$ cat src/rtl/seq_divider.sv
// Sequential radix-2 restoring divider with valid/ready handshakes on both sides.
// One quotient bit per cycle on operand magnitudes; sign fixup and special cases applied on the last step.
module seq_divider #(
    parameter int WIDTH  = 32,
    parameter int SIGNED = 1
) (
    input  logic             clk_in,
    input  logic             rst_in,
    input  logic             s_axis_tvalid,
    output logic             s_axis_tready,
    input  logic [WIDTH-1:0] s_axis_dividend,
    input  logic [WIDTH-1:0] s_axis_divisor,
    output logic             m_axis_tvalid,
    input  logic             m_axis_tready,
    output logic [WIDTH-1:0] m_axis_quotient,
    output logic [WIDTH-1:0] m_axis_remainder,
    output logic             m_axis_divzero,
    output logic             m_axis_overflow
);

    localparam int CW = $clog2(WIDTH);
    localparam logic [WIDTH-1:0] MIN_VAL = {1'b1, {(WIDTH-1){1'b0}}};
    localparam logic [WIDTH-1:0] MAX_VAL = {1'b0, {(WIDTH-1){1'b1}}};

    typedef enum logic [1:0] {
        IDLE,
        DIVIDE,
        DONE
    } state_t;

    state_t           state_q, state_d;
    logic [CW-1:0]    cnt_q, cnt_d;
    logic [WIDTH-1:0] rem_q, rem_d;       // partial remainder
    logic [WIDTH-1:0] quo_q, quo_d;       // dividend bits shifting out, quotient bits shifting in
    logic [WIDTH:0]   dvs_q, dvs_d;       // divisor magnitude
    logic             sd_q, sd_d;         // dividend sign
    logic             sv_q, sv_d;         // divisor sign
    logic             dz_q, dz_d;
    logic             ov_q, ov_d;
    logic [WIDTH-1:0] qout_q, qout_d;
    logic [WIDTH-1:0] rout_q, rout_d;

    // Operand signs and WIDTH+1-bit magnitudes so that |MIN| is representable.
    logic             in_sd;
    logic             in_sv;
    logic [WIDTH:0]   ext_dd;
    logic [WIDTH:0]   ext_dv;
    logic [WIDTH:0]   mag_dd;
    logic [WIDTH:0]   mag_dv;
    logic             in_dz;
    logic             in_ov;

    always_comb begin
        in_sd  = (SIGNED != 0) && s_axis_dividend[WIDTH-1];
        in_sv  = (SIGNED != 0) && s_axis_divisor[WIDTH-1];
        ext_dd = {in_sd, s_axis_dividend};
        ext_dv = {in_sv, s_axis_divisor};
        mag_dd = in_sd ? (~ext_dd + {{WIDTH{1'b0}}, 1'b1}) : ext_dd;
        mag_dv = in_sv ? (~ext_dv + {{WIDTH{1'b0}}, 1'b1}) : ext_dv;
        in_dz  = (s_axis_divisor == '0);
        in_ov  = (SIGNED != 0) && (s_axis_dividend == MIN_VAL) && (s_axis_divisor == '1);
    end

    // One restoring step.
    logic [WIDTH:0]   trial;
    logic             ge;
    logic [WIDTH-1:0] rem_step;
    logic [WIDTH-1:0] quo_step;

    always_comb begin
        trial    = {rem_q, quo_q[WIDTH-1]};
        ge       = (trial >= dvs_q);
        rem_step = ge ? (trial[WIDTH-1:0] - dvs_q[WIDTH-1:0]) : trial[WIDTH-1:0];
        quo_step = {quo_q[WIDTH-2:0], ge};
    end

    // Sign fixup of the final step; a zero divisor leaves |dividend| in the remainder,
    // so the dividend-sign fixup reproduces the dividend itself.
    logic [WIDTH-1:0] q_fix;
    logic [WIDTH-1:0] r_fix;
    logic [WIDTH-1:0] q_fin;
    logic [WIDTH-1:0] r_fin;

    always_comb begin
        q_fix = (sd_q ^ sv_q) ? (~quo_step + WIDTH'(1)) : quo_step;
        r_fix = sd_q ? (~rem_step + WIDTH'(1)) : rem_step;
        q_fin = q_fix;
        r_fin = r_fix;
        if (ov_q) begin
            q_fin = MIN_VAL;
            r_fin = '0;
        end else if (dz_q) begin
            if (SIGNED != 0) begin
                q_fin = sd_q ? MIN_VAL : MAX_VAL;
            end else begin
                q_fin = '1;
            end
        end
    end

    always_comb begin
        state_d = state_q;
        cnt_d   = cnt_q;
        rem_d   = rem_q;
        quo_d   = quo_q;
        dvs_d   = dvs_q;
        sd_d    = sd_q;
        sv_d    = sv_q;
        dz_d    = dz_q;
        ov_d    = ov_q;
        qout_d  = qout_q;
        rout_d  = rout_q;
        case (state_q)
            IDLE: begin
                if (s_axis_tvalid) begin
                    sd_d    = in_sd;
                    sv_d    = in_sv;
                    dz_d    = in_dz;
                    ov_d    = in_ov;
                    rem_d   = {{(WIDTH-1){1'b0}}, mag_dd[WIDTH]};
                    quo_d   = mag_dd[WIDTH-1:0];
                    dvs_d   = mag_dv;
                    cnt_d   = '0;
                    state_d = DIVIDE;
                end
            end
            DIVIDE: begin
                rem_d = rem_step;
                quo_d = quo_step;
                cnt_d = cnt_q + CW'(1);
                if (cnt_q == CW'(WIDTH-1)) begin
                    qout_d  = q_fin;
                    rout_d  = r_fin;
                    state_d = DONE;
                end
            end
            DONE: begin
                if (m_axis_tready) begin
                    state_d = IDLE;
                end
            end
            default: state_d = IDLE;
        endcase
    end

    always_ff @(posedge clk_in) begin
        if (rst_in) begin
            state_q <= IDLE;
            cnt_q   <= '0;
            rem_q   <= '0;
            quo_q   <= '0;
            dvs_q   <= '0;
            sd_q    <= 1'b0;
            sv_q    <= 1'b0;
            dz_q    <= 1'b0;
            ov_q    <= 1'b0;
            qout_q  <= '0;
            rout_q  <= '0;
        end else begin
            state_q <= state_d;
            cnt_q   <= cnt_d;
            rem_q   <= rem_d;
            quo_q   <= quo_d;
            dvs_q   <= dvs_d;
            sd_q    <= sd_d;
            sv_q    <= sv_d;
            dz_q    <= dz_d;
            ov_q    <= ov_d;
            qout_q  <= qout_d;
            rout_q  <= rout_d;
        end
    end

    assign s_axis_tready    = (state_q == IDLE);
    assign m_axis_tvalid    = (state_q == DONE);
    assign m_axis_quotient  = qout_q;
    assign m_axis_remainder = rout_q;
    assign m_axis_divzero   = dz_q;
    assign m_axis_overflow  = ov_q;

endmodule

$ cat config.mk
export PLATFORM = sky130hd
export DESIGN_NAME = seq_divider
export DESIGN_NICKNAME = d
export VERILOG_FILES = /design/src/rtl/seq_divider.sv
export SDC_FILE = /design/constraint.sdc
export NUM_CORES = 1
export LEC_CHECK = 0
export CAP_MARGIN = 10
export CELL_PAD_IN_SITES_DETAIL_PLACEMENT = 1
export CELL_PAD_IN_SITES_GLOBAL_PLACEMENT = 1
export CORE_ASPECT_RATIO = 1.5
export CORE_MARGIN = 2
export CORE_UTILIZATION = 42
export DETAILED_ROUTE_END_ITERATION = 8
export PLACE_DENSITY = 0.91
export SYNTH_ARGS = -nofsm -noshare
export SYNTH_HDL_FRONTEND = slang
export SYNTH_SLANG_ARGS = --single-unit
$ cat constraint.sdc
create_clock -name clk_in -period 5.63 [get_ports clk_in]
set_input_delay 1.4075 -clock clk_in [delete_from_list [all_inputs] [get_ports clk_in]]
set_output_delay 1.4075 -clock clk_in [all_outputs]
set_load 0.05 [all_outputs]
==> impl_metrics.yaml, run 1 <==
logic_synthesis:
  avgSynthCellArea_um2: 7.64
  syn-cell-area_um2: 11800
  synth_edf_count: 0
  ys_ff_latch: 172
  yosys_warnings: 0
  synth_cell_types: 84
  ys.flop_type: "dfxtp_1"
  ys_seq_area_share_pct: 29.2
  async_flop_share_pct: 0
  syn_nets: 1652
  syn_inst: 1543
clock_tree:
  htreeDepth: 4
  cts_tree: "done"
  cts_setup_buffers: 0
  post_cts_resized: 0
  cts-root-buf: "clkbuf_16"
  ctsHoldBuffers: 0
  clockBufferDepth: 2
  cts_buffers: 17
  clk_pin_slew_ps: 80
  insertion_delay_ps: 450
  clock_sinks: 172
timing:
  period_share_pct: 88.1
  hold_viol_final: 0
  min_period_ps: 4960
  skew_ps: 17.8
  maxSlewHeadroom_pct: 22.9
  drv_slew: 0
  setup_tns_ps: 0
  fmax_mhz: 202
  grt_setup_unrepaired: "false"
  worst_pin_slew_ps: 1160
  finalSetupViolCount: 0
finish:
  stdcell_area_um2: 13900
  nets: 1720
  final_layout_size_suffix_gt1_share_pct: 5.79
  instances_no_fill: 1969
  area_growth_pct: 18.1
  nFillCells: 3409
  antenna_cells: 0
  utilization_pct: 50.1
job:
  maxCapViolCount: 0
run_status:
  status: "finished clean"
worst_setup_path:
  start_kind: "flop"
  crit_path_max_fanout: 18
  worstSetupEndpointType: "flop"
  cp_num_buf_inv: 1
  worst_path_most_repeated_cell: "ha_1"
  crit_path_max_incr_delay_ps: 490
  cp.arrival_ps: 5310
  crit_family: "simple AND/OR/NAND/NOR gates"
  required_ps: 5980
  worstSetupPathType: "flop to flop"
  crit_path_top_delay_cell: "ha_1"
  path_cells: "ha_1 -> and2_1 -> and4_1 -> nand2_1 -> or4_4 -> o311a_4 -> nand2_2 -> mux2i_1 -> ha_1 -> inv_1 -> or3_1 -> nor4_1 -> o21ai_1 -> a2bb2o_2 -> nand4b_1 -> o31ai_1 -> xor2_1 -> a22o_1"
routing:
  first_pass_iters: 5
  wirelength_mm: 43.3
  drc_errors: 0
  detail_route.iter0.violations: 538
  vias_per_cell: 6.20
  ant_nets: 0
  wire_per_inst_um: 22.0
  vias: 12200
floorplan:
  dieArea_um2: 29400
  die_y_um: 209
  start_util_pct: 42.4
  rows: 75
  core-area_um2: 27800
  die_width_um: 141
  ioPinCount: 136
power_and_ir_drop:
  leakagePower_nw: 5.16
  powerDensity_nw_per_um2: 402
  power.total_w: 0.00559
  peakVddDrop_uv: 258
placed_design:
  placed_cells: 1937
  placed_cell_area_um2: 13300
  place_hpwl_mm: 32.4
  place_congestion: 0.929
  io_buffers: 135
global_routing:
  grt.overflow.total: 0
  grt_max_degree: 87
  gr-usage-all-layers_pct: 29.3
  antenna_found_initial: 0
  grt_pass1_vias: 13100
  grt_pass1_wl_mm: 67.9
worst_hold_path:
  holdCritPathClass: "flop to flop"
-- cell families after synthesis --
| family | after synthesis | share of synthesized area (%) |
|---|---|---|
| AND/OR/NAND/NOR | 535 | 21.2 |
| AO/OA/AOI/OAI | 470 | 26.7 |
| flip-flops | 172 | 29.2 |
| buffers and inverters | 154 | 5.45 |
| XOR/XNOR | 141 | 10.5 |
| adder cells (fa/ha/maj) | 41 | 4.42 |
| multiplexers | 30 | 2.58 |
-- worst paths after layout --
path,slack [ps],cells after the start,start,to
max,670,18,rem_q[12],m_axis_remainder[28]
min,460,2,m_axis_remainder[11],m_axis_remainder[11]
min reg2reg,460,2,m_axis_remainder[11],m_axis_remainder[11]
max reg2reg,670,18,rem_q[12],m_axis_remainder[28]
-- power breakdown --
part	leakage, nW	total (W)	internal, W	switching, W
Sequential	1.40	0.00140	0.00129	0.000107
Clock	0.303	0.00131	0.000772	0.000538
Combinational	3.46	0.00289	0.00104	0.00185
Total	5.16	0.00559	0.00310	0.00249
-- placed cells by master (no fill, tap or decap), drive strengths merged, types with 15 or more instances in the layout --
master / synthesis / final
a31oi: 31 / 31
ha: 40 / 40
mux2i: 27 / 27
o31ai: 25 / 25
nand4: 18 / 18
a21oi: 127 / 127
or3: 19 / 19
a211oi: 40 / 40
or4: 15 / 15
dfxtp: 172 / 172
clkdlybuf4s50: 0 / 134
clkbuf: 70 / 20
nand2: 161 / 161
xor2: 74 / 74
nor2: 178 / 178
buf: 31 / 16
nand3: 30 / 30
o41ai: 16 / 16
o21ai: 103 / 103
a22o: 17 / 17
xnor2: 67 / 67
inv: 53 / 56
a22oi: 34 / 34
nor3: 38 / 38
-- metrics by stage --
stage	setup slack [ps]	hold WS (ps)
floorplan	898	428
detailed placement	736	445
CTS	710	460
global route	334	477
global placement	869	437
finish	670	456
-- Yosys cell counts (all sizes together), types with 15 or more instances --
cell,count,area [µm²]
xnor2,67,587
a22o,17,149
nor2,178,668
nand4,18,113
clkbuf,70,263
dfxtp,172,3440
or3,19,124
a211oi,40,318
o31ai,25,206
a31oi,31,194
nand2,161,607
o21ai,103,519
nor3,38,200
ha,40,500
a21oi,127,639
or4,15,120
buf,31,180
inv,53,199
o41ai,16,170
mux2i,27,270
nand3,30,155
xor2,74,648
a22oi,34,255
-- final cells by class --
class / count / area, µm² / area share, %
inverters: 53 / 199 / 1.43
multi-input cells: 1217 / 7730 / 55.6
clock buffers: 20 / 457 / 3.28
clock inverters: 11 / 183 / 1.31
well taps: 346 / 433 / 3.11
flip-flops and latches: 172 / 3440 / 24.7
repair buffers: 150 / 1470 / 10.6
-- registers in the layout, indices dropped and copies added (netlist names) --
register,count
state_q,2
m_axis_overflow,1
sd_q,1
m_axis_quotient,32
m_axis_divzero,1
dvs_q,33
m_axis_remainder,32
quo_q,32
rem_q,32
cnt_q,5
sv_q,1
-- routing by layer --
layer,vias up,global-route usage (%),routed length (µm)
met1,5912,27.3,14800
met5,-,0,0
met4,0,26.3,4270
met2,406,54.4,22700
met3,212,4.08,1470
li1,5685,-,-
-- worst min-delay path: cells and delay by family, from the launching register on --
family	cells	cell delay, ps
and+or+nand+nor	1	50
AOI/OAI and AO/OA	1	50
DFF	1	310
No activity file was read; power rests on OpenSTA's default activity.
==> inputs of run 2 (changes only) <==
CTS_CLUSTER_DIAMETER = 80   (was not set)
HOLD_SLACK_MARGIN = 0.15   (was not set)
==> results of run 2 <==
The final DEF is identical to that of run 1; final timing and power are the same.
==> inputs of run 3 (changes only) <==
GPL_ROUTABILITY_DRIVEN = 0   (was not set)
==> run 3 against run 2 <==
Fmax shrank 1.4%; first-iteration DRC count grew 20%; combinational power grew 2%; sequential cell count is the same; via count grew 0.87%; final area shrank 0.19%; non-clock buffer count grew 1; die area is the same; critical path type unchanged; largest cell class unchanged; highest routed layer unchanged.
==> impl_metrics.yaml, run 3 (synthesis gave the netlist of run 1 again) <==
worst_setup_path:
  timing.rr.start: "rem_q[16]"
  rr_worst_depth: 18
  r2r_end: "m_axis_remainder[28]"
  worstSetupPathType: "flop to flop"
  r2r_setup_slack_ps: 600
  worstSetupEndpointType: "flop"
  cp.arrival_ps: 5370
  start_kind: "flop"
  crit_path_max_fanout: 18
  required_ps: 5970
floorplan:
  ioPinCount: 136
  die_y_um: 209
  start_util_pct: 42.4
  core-area_um2: 27800
  die_width_um: 141
  dieArea_um2: 29400
  rows: 75
timing:
  drv_slew: 0
  fmax_mhz: 199
  fin_hold_ws_ps: 458
  finalSetupViolCount: 0
  period_share_pct: 89.3
  maxSlewHeadroom_pct: 21.4
  setup_tns_ps: 0
  hold_viol_final: 0
  worst_slack_ps: 602
  skew_ps: 12.5
  min_period_ps: 5030
  grt_setup_unrepaired: "false"
  worst_pin_slew_ps: 1180
routing:
  ant_nets: 0
  first_pass_iters: 5
  vias: 12300
  vias_per_cell: 6.25
  drc_errors: 0
  wire_per_inst_um: 22.2
  detail_route.iter0.violations: 645
  wirelength_mm: 43.8
global_routing:
  grt.overflow.total: 0
  grt_pass1_wl_mm: 68.9
  grt_max_degree: 87
  antenna_found_initial: 0
  grt_pass1_vias: 13200
  gr-usage-all-layers_pct: 29.7
clock_tree:
  clockBufferDepth: 2
  clock_sinks: 172
  clk_pin_slew_ps: 70
  post_cts_resized: 0
  ctsHoldBuffers: 0
  cts-root-buf: "clkbuf_16"
  cts_tree: "done"
  cts_buffers: 17
  insertion_delay_ps: 450
  htreeDepth: 4
  cts_setup_buffers: 0
power_and_ir_drop:
  peakVddDrop_uv: 276
  powerDensity_nw_per_um2: 399
  power.total_w: 0.00555
  leakagePower_nw: 5.14
finish:
  largest_reg_flops: 33
  nets: 1721
  final_layout_size_suffix_gt1_share_pct: 5.78
  antenna_cells: 0
  final_cell_mix: "177 x nor2_1, 172 x dfxtp_1, 159 x nand2_1, 134 x clkdlybuf4s50_1, 125 x a21oi_1"
  area_growth_pct: 17.8
  nFillCells: 3380
  final_common_cell: "nor2_1"
  largest-register: "dvs_q"
placed_design:
  place_hpwl_mm: 32.2
  io_buffers: 135
  place_ws_ps: 726
worst_hold_path:
  hold_path_end: "dvs_q[32]"
  worstHoldPathCells: 2
  hold_start: "dvs_q[32]"
  holdCritPathClass: "flop to flop"
job:
  maxCapViolCount: 0
run_status:
  status: "finished clean"
run 3: cell types whose count changed in the layout (fill, tap and decap cells not counted):
cell / before / now
buf_16: 0 / 1
buf_4: 15 / 16
buf_8: 1 / 0
bufinv_16: 4 / 2
clkbuf_1: 1 / 3
inv_6: 1 / 3
inv_8: 2 / 1
run 3: power by group:
part | switching (W) | total, W | leakage, nW | internal (W)
Clock | 0.000533 | 0.00122 | 0.280 | 0.000685
Combinational | 0.00189 | 0.00294 | 3.47 | 0.00105
Sequential | 0.000104 | 0.00139 | 1.40 | 0.00129
Total | 0.00253 | 0.00555 | 5.14 | 0.00302
run 3: worst max path at each step:
stage                         start                    to  slack [ps]  cells after the start
after CTS                 rem_q[16]  m_axis_remainder[28]         650                     18
after global routing       rem_q[9]  m_axis_remainder[28]         360                     18
after global placement    rem_q[12]  m_axis_remainder[28]         920                     18
final                     rem_q[16]  m_axis_remainder[28]         600                     18
after floorplan           dvs_q[14]  m_axis_remainder[28]         900                     24
after detailed placement  rem_q[16]  m_axis_remainder[28]         730                     18
run 3: critical path, cell delays in order (launching register included):
cell and delay, ps:
dfxtp_1 390, ha_1 500, and4_1 290, and4_1 240, nand2_1 80, or4_4 450
o311a_4 170, nand2_2 340, mux2i_1 330, ha_1 230, inv_1 70, or3_1 390
nor4_1 170, o21ai_1 160, a2bb2o_2 320, nand4b_1 160, o31ai_1 290, xor2_1 110
a22o_1 210
run 3: area by class of cell:
class | count | area, µm² | area share, %
Tap cell | 346 | 433 | 3.12
Clock buffer | 22 | 464 | 3.34
Sequential cell | 172 | 3440 | 24.8
Clock inverter | 10 | 129 | 0.928
Multi-Input combinational cell | 1217 | 7730 | 55.7
Inverter | 53 | 199 | 1.43
Timing Repair Buffer | 151 | 1490 | 10.7
run 3: stage by stage:
step,area [µm²],instances,utilization [%]
after detailed placement,13300,1938,47.8
after CTS,13900,1970,49.9
final,13900,1971,50.0
after global routing,13900,1971,50.0
after floorplan,11800,1543,-
after global placement,13300,1938,47.8
run 3: layer usage:
metal	vias up	wire, µm	global-route usage, %
met5	-	0	0
met4	0	3990	24.2
met3	223	1500	4.40
met2	419	23600	56.6
met1	6000	14700	27.3
li1	5679	-	-
